===== src/rtl/rs_status_array_if.sv =====
// Enqueue / issue / wakeup / dequeue-response bundle between the RS select
// policy and the per-entry status array.
interface rs_status_array_if #(
  parameter int NUM_ENTRY = 8,
  parameter int PTAG_W    = 6
);
  logic [NUM_ENTRY-1:0] io_validVec;
  logic [NUM_ENTRY-1:0] io_allocate;
  logic                 io_enq_valid;
  logic [PTAG_W-1:0]    io_enq_psrc_0;
  logic [PTAG_W-1:0]    io_enq_psrc_1;
  logic                 io_enq_srcReady_0;
  logic                 io_enq_srcReady_1;
  logic [NUM_ENTRY-1:0] io_request;
  logic                 io_grant_valid;
  logic [NUM_ENTRY-1:0] io_grant_bits;
  logic                 io_wakeup_valid_0;
  logic                 io_wakeup_valid_1;
  logic [PTAG_W-1:0]    io_wakeup_pdest_0;
  logic [PTAG_W-1:0]    io_wakeup_pdest_1;
  logic                 io_deqResp_valid;
  logic [NUM_ENTRY-1:0] io_deqResp_bits;
  logic                 io_deqResp_success;
  logic                 io_full;
  logic [3:0]           io_count;

  modport master (
    output io_allocate, io_enq_valid, io_enq_psrc_0, io_enq_psrc_1,
           io_enq_srcReady_0, io_enq_srcReady_1, io_grant_valid, io_grant_bits,
           io_wakeup_valid_0, io_wakeup_valid_1, io_wakeup_pdest_0, io_wakeup_pdest_1,
           io_deqResp_valid, io_deqResp_bits, io_deqResp_success,
    input  io_validVec, io_request, io_full, io_count
  );

  modport slave (
    input  io_allocate, io_enq_valid, io_enq_psrc_0, io_enq_psrc_1,
           io_enq_srcReady_0, io_enq_srcReady_1, io_grant_valid, io_grant_bits,
           io_wakeup_valid_0, io_wakeup_valid_1, io_wakeup_pdest_0, io_wakeup_pdest_1,
           io_deqResp_valid, io_deqResp_bits, io_deqResp_success,
    output io_validVec, io_request, io_full, io_count
  );
endinterface


===== src/rtl/rs_status_array.sv =====
// Reservation-station status array: per-entry valid/scheduled/operand-ready
// state driving the allocate and issue select vectors.
module rs_status_entry #(
  parameter int NUM_SRC = 2,
  parameter int PTAG_W  = 6,
  parameter int NUM_WK  = 2
) (
  input  logic                             clock,
  input  logic                             reset,
  input  logic                             enq,
  input  logic [NUM_SRC-1:0][PTAG_W-1:0]   enq_psrc,
  input  logic [NUM_SRC-1:0]               enq_rdy,
  input  logic [NUM_WK-1:0]                wk_vld,
  input  logic [NUM_WK-1:0][PTAG_W-1:0]    wk_tag,
  input  logic                             grant,
  input  logic                             deq,
  input  logic                             deq_success,
  output logic                             valid,
  output logic                             request
);
  logic                           valid_q, valid_d;
  logic                           sched_q, sched_d;
  logic [NUM_SRC-1:0]             rdy_q, rdy_d;
  logic [NUM_SRC-1:0][PTAG_W-1:0] psrc_q, psrc_d;

  // Tag 0 is the hardwired "no register" tag and never wakes.
  function automatic logic woken(input logic [PTAG_W-1:0] tag,
                                 input logic [NUM_WK-1:0] vld,
                                 input logic [NUM_WK-1:0][PTAG_W-1:0] wtag);
    woken = 1'b0;
    for (int j = 0; j < NUM_WK; j++)
      if (vld[j] && wtag[j] == tag && tag != '0) woken = 1'b1;
  endfunction

  assign valid   = valid_q;
  assign request = valid_q & ~sched_q & (&rdy_q);

  always_comb begin
    valid_d = valid_q;
    sched_d = sched_q;
    rdy_d   = rdy_q;
    psrc_d  = psrc_q;
    if (valid_q) begin
      for (int k = 0; k < NUM_SRC; k++)
        if (woken(psrc_q[k], wk_vld, wk_tag)) rdy_d[k] = 1'b1;
      if (grant && request) sched_d = 1'b1;
      // Response overrides a same-cycle grant: replay must re-request.
      if (deq) begin
        sched_d = 1'b0;
        if (deq_success) valid_d = 1'b0;
      end
    end else if (enq) begin
      valid_d = 1'b1;
      sched_d = 1'b0;
      psrc_d  = enq_psrc;
      for (int k = 0; k < NUM_SRC; k++)
        rdy_d[k] = enq_rdy[k] | woken(enq_psrc[k], wk_vld, wk_tag);
    end
  end

  always_ff @(posedge clock or negedge reset) begin
    if (!reset) begin
      valid_q <= 1'b0;
      sched_q <= 1'b0;
      rdy_q   <= '0;
      psrc_q  <= '0;
    end else begin
      valid_q <= valid_d;
      sched_q <= sched_d;
      rdy_q   <= rdy_d;
      psrc_q  <= psrc_d;
    end
  end
endmodule

module rs_status_array #(
  parameter int NUM_ENTRY = 8,
  parameter int NUM_SRC   = 2,
  parameter int PTAG_W    = 6
) (
  input  logic               clock,
  input  logic               reset,
  rs_status_array_if.slave   io
);
  localparam int NUM_WK = 2;

  logic [NUM_SRC-1:0][PTAG_W-1:0] enq_psrc;
  logic [NUM_SRC-1:0]             enq_rdy;
  logic [NUM_WK-1:0]              wk_vld;
  logic [NUM_WK-1:0][PTAG_W-1:0]  wk_tag;
  logic [NUM_ENTRY-1:0]           valid;
  logic [NUM_ENTRY-1:0]           request;
  logic [3:0]                     cnt;

  assign enq_psrc[0] = io.io_enq_psrc_0;
  assign enq_psrc[1] = io.io_enq_psrc_1;
  assign enq_rdy     = {io.io_enq_srcReady_1, io.io_enq_srcReady_0};
  assign wk_vld      = {io.io_wakeup_valid_1, io.io_wakeup_valid_0};
  assign wk_tag[0]   = io.io_wakeup_pdest_0;
  assign wk_tag[1]   = io.io_wakeup_pdest_1;

  for (genvar i = 0; i < NUM_ENTRY; i++) begin : g_ent
    rs_status_entry #(.NUM_SRC(NUM_SRC), .PTAG_W(PTAG_W), .NUM_WK(NUM_WK)) u_ent (
      .clock       (clock),
      .reset       (reset),
      .enq         (io.io_enq_valid & io.io_allocate[i]),
      .enq_psrc    (enq_psrc),
      .enq_rdy     (enq_rdy),
      .wk_vld      (wk_vld),
      .wk_tag      (wk_tag),
      .grant       (io.io_grant_valid & io.io_grant_bits[i]),
      .deq         (io.io_deqResp_valid & io.io_deqResp_bits[i]),
      .deq_success (io.io_deqResp_success),
      .valid       (valid[i]),
      .request     (request[i])
    );
  end

  always_comb begin
    cnt = '0;
    for (int i = 0; i < NUM_ENTRY; i++) cnt = cnt + 4'(valid[i]);
  end

  assign io.io_validVec = valid;
  assign io.io_request  = request;
  assign io.io_count    = cnt;
  assign io.io_full     = &valid;
endmodule


===== src/flat_wrapper.sv =====
// flat-port wrapper written by rule: the top's interface ports become plain ports
module rs_status_array_flat 
#(
  parameter int NUM_ENTRY = 8,
  parameter int NUM_SRC   = 2,
  parameter int PTAG_W    = 6
)
  (clock, reset, io_io_allocate, io_io_enq_valid, io_io_enq_psrc_0, io_io_enq_psrc_1, io_io_enq_srcReady_0, io_io_enq_srcReady_1, io_io_grant_valid, io_io_grant_bits, io_io_wakeup_valid_0, io_io_wakeup_valid_1, io_io_wakeup_pdest_0, io_io_wakeup_pdest_1, io_io_deqResp_valid, io_io_deqResp_bits, io_io_deqResp_success, io_io_validVec, io_io_request, io_io_full, io_io_count);
  rs_status_array_if #(.NUM_ENTRY(NUM_ENTRY), .PTAG_W(PTAG_W)) io_i ();
  input  logic clock;
  input  logic reset;
  input wire logic [$bits(io_i.io_allocate)-1:0] io_io_allocate;
  input wire logic [$bits(io_i.io_enq_valid)-1:0] io_io_enq_valid;
  input wire logic [$bits(io_i.io_enq_psrc_0)-1:0] io_io_enq_psrc_0;
  input wire logic [$bits(io_i.io_enq_psrc_1)-1:0] io_io_enq_psrc_1;
  input wire logic [$bits(io_i.io_enq_srcReady_0)-1:0] io_io_enq_srcReady_0;
  input wire logic [$bits(io_i.io_enq_srcReady_1)-1:0] io_io_enq_srcReady_1;
  input wire logic [$bits(io_i.io_grant_valid)-1:0] io_io_grant_valid;
  input wire logic [$bits(io_i.io_grant_bits)-1:0] io_io_grant_bits;
  input wire logic [$bits(io_i.io_wakeup_valid_0)-1:0] io_io_wakeup_valid_0;
  input wire logic [$bits(io_i.io_wakeup_valid_1)-1:0] io_io_wakeup_valid_1;
  input wire logic [$bits(io_i.io_wakeup_pdest_0)-1:0] io_io_wakeup_pdest_0;
  input wire logic [$bits(io_i.io_wakeup_pdest_1)-1:0] io_io_wakeup_pdest_1;
  input wire logic [$bits(io_i.io_deqResp_valid)-1:0] io_io_deqResp_valid;
  input wire logic [$bits(io_i.io_deqResp_bits)-1:0] io_io_deqResp_bits;
  input wire logic [$bits(io_i.io_deqResp_success)-1:0] io_io_deqResp_success;
  output wire logic [$bits(io_i.io_validVec)-1:0] io_io_validVec;
  output wire logic [$bits(io_i.io_request)-1:0] io_io_request;
  output wire logic [$bits(io_i.io_full)-1:0] io_io_full;
  output wire logic [$bits(io_i.io_count)-1:0] io_io_count;
  assign io_i.io_allocate = io_io_allocate;
  assign io_i.io_enq_valid = io_io_enq_valid;
  assign io_i.io_enq_psrc_0 = io_io_enq_psrc_0;
  assign io_i.io_enq_psrc_1 = io_io_enq_psrc_1;
  assign io_i.io_enq_srcReady_0 = io_io_enq_srcReady_0;
  assign io_i.io_enq_srcReady_1 = io_io_enq_srcReady_1;
  assign io_i.io_grant_valid = io_io_grant_valid;
  assign io_i.io_grant_bits = io_io_grant_bits;
  assign io_i.io_wakeup_valid_0 = io_io_wakeup_valid_0;
  assign io_i.io_wakeup_valid_1 = io_io_wakeup_valid_1;
  assign io_i.io_wakeup_pdest_0 = io_io_wakeup_pdest_0;
  assign io_i.io_wakeup_pdest_1 = io_io_wakeup_pdest_1;
  assign io_i.io_deqResp_valid = io_io_deqResp_valid;
  assign io_i.io_deqResp_bits = io_io_deqResp_bits;
  assign io_i.io_deqResp_success = io_io_deqResp_success;
  assign io_io_validVec = io_i.io_validVec;
  assign io_io_request = io_i.io_request;
  assign io_io_full = io_i.io_full;
  assign io_io_count = io_i.io_count;
  rs_status_array #(.NUM_ENTRY(NUM_ENTRY), .NUM_SRC(NUM_SRC), .PTAG_W(PTAG_W)) u_core (.clock(clock), .reset(reset), .io(io_i));
endmodule

===== config.mk =====
export PLATFORM = sky130hd
export DESIGN_NAME = rs_status_array_flat
export DESIGN_NICKNAME = d
export VERILOG_FILES = /design/src/rtl/rs_status_array_if.sv /design/src/rtl/rs_status_array.sv /design/src/flat_wrapper.sv
export SDC_FILE = /design/constraint.sdc
export NUM_CORES = 1
export LEC_CHECK = 0
export ABC_AREA = 1
export CAP_MARGIN = 25
export CORE_ASPECT_RATIO = 1.75
export CORE_MARGIN = 2
export CORE_UTILIZATION = 55
export CTS_CLUSTER_DIAMETER = 80
export DETAILED_ROUTE_END_ITERATION = 12
export PLACE_DENSITY = 0.88
export SLEW_MARGIN = 20
export SYNTH_ARGS = -nofsm -noshare
export SYNTH_HDL_FRONTEND = slang
export SYNTH_SLANG_ARGS = --single-unit

===== constraint.sdc =====
create_clock -name clock -period 6 [get_ports clock]
set_clock_uncertainty 0.2 [all_clocks]
set_input_delay 1.2 -clock clock [delete_from_list [all_inputs] [get_ports clock]]
set_output_delay 1.2 -clock clock [all_outputs]
set_load 0.005 [all_outputs]

==> summary.md <==
| Metric | Value |
|---|---|
| CTS tree | `done` |
| Final Hold Viols | `0` |
| Final core utilization | `0.6351` |
| Overall routing resource usage | `0.3695` |
| Final TNS setup | `0 ns` |
| Unrepaired setup endpoints after global routing | `no` |
| Post-synth cell types | `28` |
| GRT overflow | `0` |
| Crit share post-route | `0.8727` |
| Worst Path Arrival | `3.84 ns` |
| Adder-cell area share of the yosys netlist | `0.01297` |
| Worst reg-to-reg setup slack | `3.82 ns` |
| Residual DRC | `0` |
| Drt wl/cell | `19.34 µm` |
| Main combinational cell family by area after synthesis | `simple AND/OR/NAND/NOR gates` |
| Pre-CTS setup slack | `1.227 ns` |
| Tmin final | `5.236 ns` |
| Final instance area | `10350 µm²` |
| Mux cell area share after synthesis | `0` |
| Worst Setup End Kind | `primary output` |
| # Post-CTS Setup Buffers | `0` |
| Mapped Area | `9066 µm²` |
| Via count | `10203` |
| Layout cells sized above 1 | `0.04425` |
| Final slew viol count | `0` |
| N_diodes | `0` |
| Leak pwr | `5.210 nW` |
| GP Congestion | `0.9694` |
| Max Cap Viol | `0` |
| Post-DP HPWL | `20600 µm` |
| Cts bufs inserted | `17` |
| DR vias/cell | `6.143` |
| Die outline area | `17570 µm²` |
| Num rows | `62` |
| Largest net degree at the start of global routing | `54` |
| Mapped Nets | `1492` |
| I/O pin cnt | `79` |
| IO Port Bufs | `78` |
| Final WL | `32120 µm` |
| Required @ worst endpoint | `4.60 ns` |
| Mapped Avg Cell Area | `6.353 µm²` |
| Synth Warn # | `0` |
| Initial DRC count | `1170` |
| Sequential fraction of the synthesis area | `0.3533` |
| Cts hold-fix bufs | `0` |
| VDD IR max | `0.2230 mV` |
| Compound-cell area share of the yosys netlist | `0.1266` |
| Post-CTS resize count | `0` |
| Antenna viol nets, final | `0` |
| Hold Path Class | `flop to flop` |
| Final net count | `1521` |
| Kind of critical path | `flop to primary output` |
| Die width | `101.1 µm` |
| Clock transition at path regs | `0.06 ns` |
| Clk_lat worst skew | `0.43 ns` |
| Die height | `173.8 µm` |
| Initial Utilization | `0.5565` |
| CORE AREA | `16290 µm²` |
| First-pass GRT wire length | `49560 µm` |
| DRT Pass-1 Iters | `6` |
| CTS H-tree lvls | `4` |
| # clock sinks | `128` |
| Clock Tree Buf Depth | `2` |
| PD cells | `413.5 nW/µm²` |
| Root buffer cell | `clkbuf_16` |
| Simple-Gate Fraction of Synth Area | `0.3726` |
| Setup crit start kind | `flop` |
| Endpoints failing setup | `0` |
| Setup WS post-layout | `0.7636 ns` |
| Placed cell area | `9658 µm²` |
| Mapped Cells | `1427` |
| Worst slew margin | `0.2208` |
| Achievable Freq | `191.0 MHz` |
| Post-Synth XOR/XNOR Area | `0.01352` |
| Antenna violations before repair | `0` |
| Syn-to-layout area delta | `14.12%` |
| Status | `completed` |
| Worst Tran Pin Value | `1.165 ns` |
| Hold Slack | `0.3099 ns` |
| Vias in the first global route | `9523` |
| Flops & latches, synth | `128` |
| Crit-path max FO | `7` |
-- synth_stat cells --
library cell | count | area (µm²)
inv_1 | 142 | 533.0
inv_2 | 10 | 37.54
o21ai_0 | 154 | 770.7
nand3_1 | 82 | 410.4
ha_1 | 3 | 37.54
dfrtp_1 | 128 | 3203
nor3_1 | 23 | 115.1
o211ai_1 | 20 | 150.1
buf_4 | 31 | 232.7
nor4_1 | 4 | 25.02
nand4_1 | 53 | 331.6
inv_4 | 4 | 25.02
xnor2_1 | 3 | 26.28
nand3_2 | 2 | 20.02
clkbuf_1 | 20 | 75.07
a211oi_1 | 1 | 7.510
nand2_1 | 592 | 2222
o21ai_1 | 3 | 15.01
nor2_1 | 66 | 247.7
a21oi_1 | 23 | 115.1
nand2_2 | 1 | 6.260
xor2_1 | 11 | 96.34
buf_6 | 5 | 56.30
o31ai_1 | 1 | 7.510
fa_1 | 4 | 80.08
o22ai_1 | 13 | 81.33
buf_2 | 26 | 130.1
buf_1 | 2 | 7.510
-- worst paths after layout --
| kind | depth (start not counted) | endpoint | start |
|---|---|---|---|
| min in group asynchronous | 1 | u_core.g_ent[1].u_ent.psrc_q[3] | reset |
| worst min register to register | 2 | u_core.g_ent[7].u_ent.psrc_q[8] | u_core.g_ent[7].u_ent.psrc_q[8] |
| worst min-delay path | 2 | u_core.g_ent[7].u_ent.psrc_q[8] | u_core.g_ent[7].u_ent.psrc_q[8] |
| worst max register to register | 3 | u_core.g_ent[3].u_ent.psrc_q[1] | u_core.g_ent[3].u_ent.valid |
| max in group asynchronous | 2 | u_core.g_ent[7].u_ent.psrc_q[8] | reset |
| worst max-delay path | 8 | io_io_count[2] | u_core.g_ent[1].u_ent.valid |
-- kinds of logic after synthesis --
| family | Yosys count |
|---|---|
| AO/OA/AOI/OAI | 215 |
| XOR/XNOR | 14 |
| adder cells (fa/ha/maj) | 7 |
| buffers and inverters | 240 |
| flip-flops | 128 |
| AND/OR/NAND/NOR | 823 |
-- cells in the final DEF, fill, tap and decap left out --
master	count
a211oi_1	1
a21oi_1	23
buf_4	11
buf_6	2
buf_8	4
bufinv_16	3
clkbuf_1	1
clkbuf_16	17
clkbuf_8	1
clkdlybuf4s50_1	77
clkinv_2	2
clkinv_4	1
clkinvlp_4	6
dfrtp_1	128
fa_1	4
ha_1	3
inv_1	142
inv_2	10
inv_4	4
inv_6	1
nand2_1	592
nand2_2	1
nand3_1	82
nand3_2	2
nand4_1	53
nor2_1	66
nor3_1	23
nor4_1	4
o211ai_1	20
o21ai_0	154
o21ai_1	3
o22ai_1	13
o31ai_1	1
xnor2_1	3
xor2_1	11
-- layout make-up --
class | instances | area, µm²
sequential | 128 | 3203
inverter | 156 | 595.6
clock buffer | 19 | 442.9
tap | 192 | 240.2
timing repair buffer | 94 | 935.9
fill | 1449 | 5944
multi-input combinational | 1059 | 4766
clock inverter | 13 | 162.7
-- sequential cells by signal, summed over array words and instances, names as in the netlist --
| name | count |
|---|---|
| u_core.g_ent.u_ent.psrc_q | 96 |
| u_core.g_ent.u_ent.rdy_q | 16 |
| u_core.g_ent.u_ent.valid | 8 |
| u_core.g_ent.u_ent.sched_q | 8 |
-- metal layers --
layer | track usage | up-vias | share of wire
li1 | - | 4613 | -
met1 | 0.4434 | 4606 | 0.35
met2 | 0.5844 | 775 | 0.46
met3 | 0.07339 | 209 | 0.11
met4 | 0.2556 | 0 | 0.075
met5 | 0 | - | 0
-- power breakdown --
part | switching [mW] | internal, mW | leakage, nW | total, mW
registers | 0.371 | 1.19 | 1.59 | 1.56
clock network | 0.417 | 0.663 | 0.278 | 1.08
logic | 0.949 | 0.687 | 3.35 | 1.64
-- critical path: stages (launching register included) --
cell,delay (ns)
dfrtp_1,0.45
ha_1,0.31
inv_1,0.07
fa_1,0.51
fa_1,0.52
fa_1,0.47
fa_1,0.40
xnor2_1,0.16
clkdlybuf4s50_1,0.51
-- metrics by stage --
stage          std cells  power [mW]
2_1_floorplan       1427       2.618
4_1_cts             1655       4.220
5_1_grt             1661       4.584
3_5_place_dp        1623       3.134
6_report            1661       4.279
3_3_place_gp        1623       3.078
No activity file was read; power rests on OpenSTA's default activity.
